### src/rtl/mem_arbiter.sv
// ============================================================================
// Module   : mem_arbiter
// Purpose  : Shares one RAM port between instruction fetch and data access,
//            with data priority and a sticky halt park. Optional access
//            timeout enabled by defining ARB_TIMEOUT_EN.
// Revision : 1.0 - initial release
// ============================================================================
`default_nettype none

module mem_arbiter #(
    parameter int TIMEOUT = 64
) (
    input  logic        CLK,
    input  logic        RST,
    input  logic        iREN,
    input  logic [31:0] iaddr,
    input  logic        dREN,
    input  logic        dWEN,
    input  logic [31:0] daddr,
    input  logic [31:0] dstore,
    input  logic        halt,
    output logic        ihit,
    output logic [31:0] iload,
    output logic        dhit,
    output logic [31:0] dload,
    output logic        ramREN,
    output logic        ramWEN,
    output logic [31:0] ramaddr,
    output logic [31:0] ramstore,
    input  logic [31:0] ramload,
    input  logic        ram_ready,
    output logic        halted,
    output logic        err
);

    typedef enum logic [2:0] {
        S_IDLE  = 3'd0,
        S_DREQ  = 3'd1,
        S_IREQ  = 3'd2,
        S_DDONE = 3'd3,
        S_IDONE = 3'd4,
        S_HALT  = 3'd5
    } state_t;

    state_t      r_state;
    state_t      w_next;
    logic        r_wr;
    logic        r_halt_pend;
    logic [31:0] r_addr;
    logic [31:0] r_store;
    logic [31:0] r_iload;
    logic [31:0] r_dload;
    logic        w_in_req;
    logic        w_data_req;
    logic        w_timeout;

    assign w_in_req   = (r_state == S_DREQ) || (r_state == S_IREQ);
    assign w_data_req = dREN || dWEN;

`ifdef ARB_TIMEOUT_EN
    localparam logic [7:0] c_TIMEOUT_M1 = 8'(TIMEOUT - 1);

    logic [7:0] r_count;
    logic       r_err;

    // Count reaching TIMEOUT is detected one step early so the exit lands on it.
    assign w_timeout = w_in_req && !ram_ready && (r_count == c_TIMEOUT_M1);

    always_ff @(posedge CLK) begin
        if (RST) begin
            r_count <= 8'd0;
            r_err   <= 1'b0;
        end else begin
            if (!w_in_req)
                r_count <= 8'd0;
            else if (!ram_ready)
                r_count <= r_count + 8'd1;
            if (w_timeout)
                r_err <= 1'b1;
        end
    end

    assign err = r_err;
`else
    logic [31:0] w_unused_timeout;

    assign w_unused_timeout = 32'(TIMEOUT);
    assign w_timeout        = 1'b0;
    assign err              = 1'b0;
`endif

    always_ff @(posedge CLK) begin
        if (RST)
            r_state <= S_IDLE;
        else
            r_state <= w_next;
    end

    always_comb begin
        w_next = r_state;
        case (r_state)
            S_IDLE: begin
                if (halt)
                    w_next = S_HALT;
                else if (w_data_req)
                    w_next = S_DREQ;
                else if (iREN)
                    w_next = S_IREQ;
            end
            S_DREQ: begin
                if (w_timeout)
                    w_next = S_HALT;
                else if (ram_ready)
                    w_next = S_DDONE;
            end
            S_IREQ: begin
                if (w_timeout)
                    w_next = S_HALT;
                else if (ram_ready)
                    w_next = S_IDONE;
            end
            S_DDONE, S_IDONE: begin
                if (halt || r_halt_pend)
                    w_next = S_HALT;
                else
                    w_next = S_IDLE;
            end
            S_HALT:  w_next = S_HALT;
            default: w_next = S_IDLE;
        endcase
    end

    always_ff @(posedge CLK) begin
        if (RST) begin
            r_wr        <= 1'b0;
            r_halt_pend <= 1'b0;
            r_addr      <= 32'd0;
            r_store     <= 32'd0;
            r_iload     <= 32'd0;
            r_dload     <= 32'd0;
        end else begin
            // Grant-time latch: the access runs from these copies, not the live inputs.
            if (r_state == S_IDLE && !halt) begin
                if (w_data_req) begin
                    r_addr  <= daddr;
                    r_store <= dstore;
                    r_wr    <= dWEN;
                end else if (iREN) begin
                    r_addr <= iaddr;
                    r_wr   <= 1'b0;
                end
            end
            if (r_state == S_DREQ && ram_ready && !r_wr)
                r_dload <= ramload;
            if (r_state == S_IREQ && ram_ready)
                r_iload <= ramload;
            if (w_in_req && halt)
                r_halt_pend <= 1'b1;
        end
    end

    assign ihit     = (r_state == S_IDONE);
    assign dhit     = (r_state == S_DDONE);
    assign halted   = (r_state == S_HALT);
    assign ramREN   = (r_state == S_IREQ) || ((r_state == S_DREQ) && !r_wr);
    assign ramWEN   = (r_state == S_DREQ) && r_wr;
    assign ramaddr  = r_addr;
    assign ramstore = r_store;
    assign iload    = r_iload;
    assign dload    = r_dload;

endmodule

`default_nettype wire

### config.mk
export PLATFORM = sky130hd
export DESIGN_NAME = mem_arbiter
export DESIGN_NICKNAME = d
export VERILOG_FILES = /design/src/rtl/mem_arbiter.sv
export SDC_FILE = /design/constraint.sdc
export NUM_CORES = 1
export LEC_CHECK = 0
export ABC_AREA = 1
export CAP_MARGIN = 15
export CORE_AREA = 5 5 111 124
export DETAILED_ROUTE_END_ITERATION = 10
export DIE_AREA = 0 0 116 129
export GPL_ROUTABILITY_DRIVEN = 1
export HOLD_SLACK_MARGIN = 0.15
export PLACE_DENSITY = 0.93
export SLEW_MARGIN = 20
export SYNTH_ARGS = -nofsm -noshare
export SYNTH_HDL_FRONTEND = slang
export SYNTH_SLANG_ARGS = --single-unit
### constraint.sdc
create_clock -name CLK -period 2.2 [get_ports CLK]
set_clock_uncertainty 0.05 [all_clocks]
set_input_delay 0.33 -clock CLK [delete_from_list [all_inputs] [get_ports CLK]]
set_output_delay 0.33 -clock CLK [all_outputs]
set_load 0.03 [all_outputs]
==> results.ini <==
[routing]
ant_nets = 0
wl_per_cell_um = 15.2
wl_met1_um = 6650
wirelength_um = 17400
dr_total_vias = 5718
highest-signal-layer = met4
wl_met3_um = 1270
routed_via_density = 4.99
drc = 0
wl_met2_um = 8760
drtIter0Drc = 461
drtPass1Iterations = 7

[logic_synthesis]
syn_area_per_cell_um2 = 7.21
synthCells = 722
synthFlopType = dfxtp_1
synth.yosys.seq_area_share_pct = 51.2
synth_top_area_share_pct = 51.2
ys_seq_elements = 133
synthesis.area_um2 = 5200
async_flop_share_pct = 0
synth.distinct_cells = 22
synth_nets = 857
synth-edff-count = 0
yosys.area.top_type = dfxtp_1
ys_top_cells_by_area = dfxtp_1 (51%), nand2_1 (10%), nor2_1 (9.8%)
synth.most_common_cell = nand2_1
ys_warn_count = 0
synth_common_cells = nand2_1 (141), nor2_1 (136), dfxtp_1 (133)

[sta]
finalHoldViolCount = 0
min_period_over_period_pct = 94.4
relSlewSlack_pct = 61.8
timing.setup.tns_ns = 0
worstMarginPinSlew_ns = 0.572
drv_slew = 0
fmax_ghz = 0.482
period_needed_ns = 2.08
grt_setup_unrepaired = false
setup_viol = 0

[power_and_ir_drop]
irDropWorstVdd_mv = 0.738
p_leak_uw = 0.00357
power_density_nw_per_um2 = 1230

[setup_path]
crit_path_end_kind = output port
startpoint_type = flop
crit_path_max_fanout = 5
reg2reg_from = r_state[2]
startpoint = r_state[1]
crit_required_ns = 1.82
path_class = flop to output port
critPathArrivalTime_ns = 1.70
cp-endpoint = ramWEN
r2r-end = iload[23]
r2r_setup_slack_ns = 0.51
reg2regPathDepth = 6

[placed_design]
gp_congestion = 0.828
placed_cells_incl_taps = 1113
io_buffers = 267
dp_hpwl_um = 12700

[grt]
grt_pass1_vias = 5567
grtUsageTotal_pct = 22.9
grt_max_degree = 65
antenna_found_initial = 1
grt_remaining_overflow = 0
grt_pass1_wl_um = 27100

[job]
cap_violations = 0

[layout]
area_delta_synth_final_pct = 67.1
final_cells = 1146
fill_cells = 955
drive_gt1_share_pct = 5.87
nets = 1110

[floorplanning]
die_area_um2 = 15000
coreArea_um2 = 12400
start_util_pct = 42.1
die_w_um = 116
ioPinCount = 269
num_rows = 43
fp.dieH_um = 129

[clock_network]
cts_max_level = 4
cts_tree = done
cts_buffer_depth = 2
cts-root-buf = clkbuf_16
cts-buffers-inserted = 17
cts.clk_slew.worst_paths_ns = 0.06
clkLatencyLatePin_ns = 0.41
cts.sinks = 133

[min_path]
min_path_type = flop to flop

[status]
status = complete, no violations

[state kept, by name, indices dropped and copies added, names as in the netlist]
name         flops
dload           32
iload           32
ramaddr         32
ramstore        32
r_state          3
r_halt_pend      1
r_wr             1
[cell families (layout without fill, tap and decap cells)]
family | Yosys count | count (layout) | synth area share, %
and+or+nand+nor | 324 | 324 | 24.9
AOI/OAI and AO/OA | 167 | 167 | 16.3
buffers and inverters | 97 | 363 | 7.55
other | 1 | 2 | 0.0720
DFF | 133 | 133 | 51.2
[placed cells by master (no fill, tap or decap), types with 6 or more instances in the layout]
cell	instances
dfxtp_1	133
clkdlybuf4s50_1	262
nand2_1	141
a21oi_1	65
o21ai_1	6
o21ai_0	94
nor2_1	136
inv_1	45
clkbuf_16	17
buf_4	13
nand3_1	39
bufinv_16	6
[cell type report]
class	count	area (um^2)	area share [%]
timing repair buffer	283	2820	32.5
sequential	133	2660	30.6
multi-input combinational	492	2150	24.7
clock buffer	20	457	5.25
clock inverter	12	224	2.58
tap	157	196	2.26
inverter	48	180	2.07
antenna	1	2.50	0.0288
[worst min-delay path by stage]
stage / from / to / slack (ns) / depth (start not counted)
final: dload[15] / dload[15] / 0.39 / 2
after CTS: dload[25] / dload[25] / 0.39 / 2
after global placement: dload[23] / dload[23] / 0.38 / 2
after floorplan: r_halt_pend / r_halt_pend / 0.41 / 2
after detailed placement: dload[15] / dload[15] / 0.38 / 2
after global routing: dload[17] / dload[17] / 0.41 / 2
[metrics by stage]
| step | util (%) | worst slack (ns) | total power, uW | area, um^2 | hold WS [ns] |
|---|---|---|---|---|---|
| 6_report | 70.3 | 0.124 | 10700 | 8700 | 0.391 |
| 3_3_place_gp | 64.8 | 0.213 | 7410 | 8020 | 0.380 |
| 2_1_floorplan | - | 0.521 | 5690 | 5200 | 0.406 |
| 5_1_grt | 70.3 | 0.0000908 | 11200 | 8700 | 0.412 |
| 4_1_cts | 70.3 | 0.0542 | 10800 | 8690 | 0.392 |
| 3_5_place_dp | 64.8 | 0.107 | 7500 | 8020 | 0.383 |
[worst max-delay path, cell delays in order (launching register included)]
cell and delay [ns]:
dfxtp_1 0.34, inv_1 0.15, nand3_1 0.20, nor2_1 0.16, dlygate4sd2_1 0.43
[per-layer routing]
metal	GRT usage [%]	vias to the layer above
li1	-	2820
met1	25.5	2609
met2	38.7	236
met3	6.87	53
met4	12.6	0
met5	0	-
[where the power goes]
part / total, uW / internal, uW / switching, uW
Combinational: 4110 / 1600 / 2520
Clock: 3250 / 2190 / 1060
Sequential: 3320 / 3010 / 312
Total: 10700 / 6790 / 3890
[repair_timing]
action,CTS,global route
setup endpoints to repair,4,2
hold buffers,0,0
buffers inserted,0,0
gates resized for setup,4,4
Note: power is estimated with default switching activity, not from simulation.
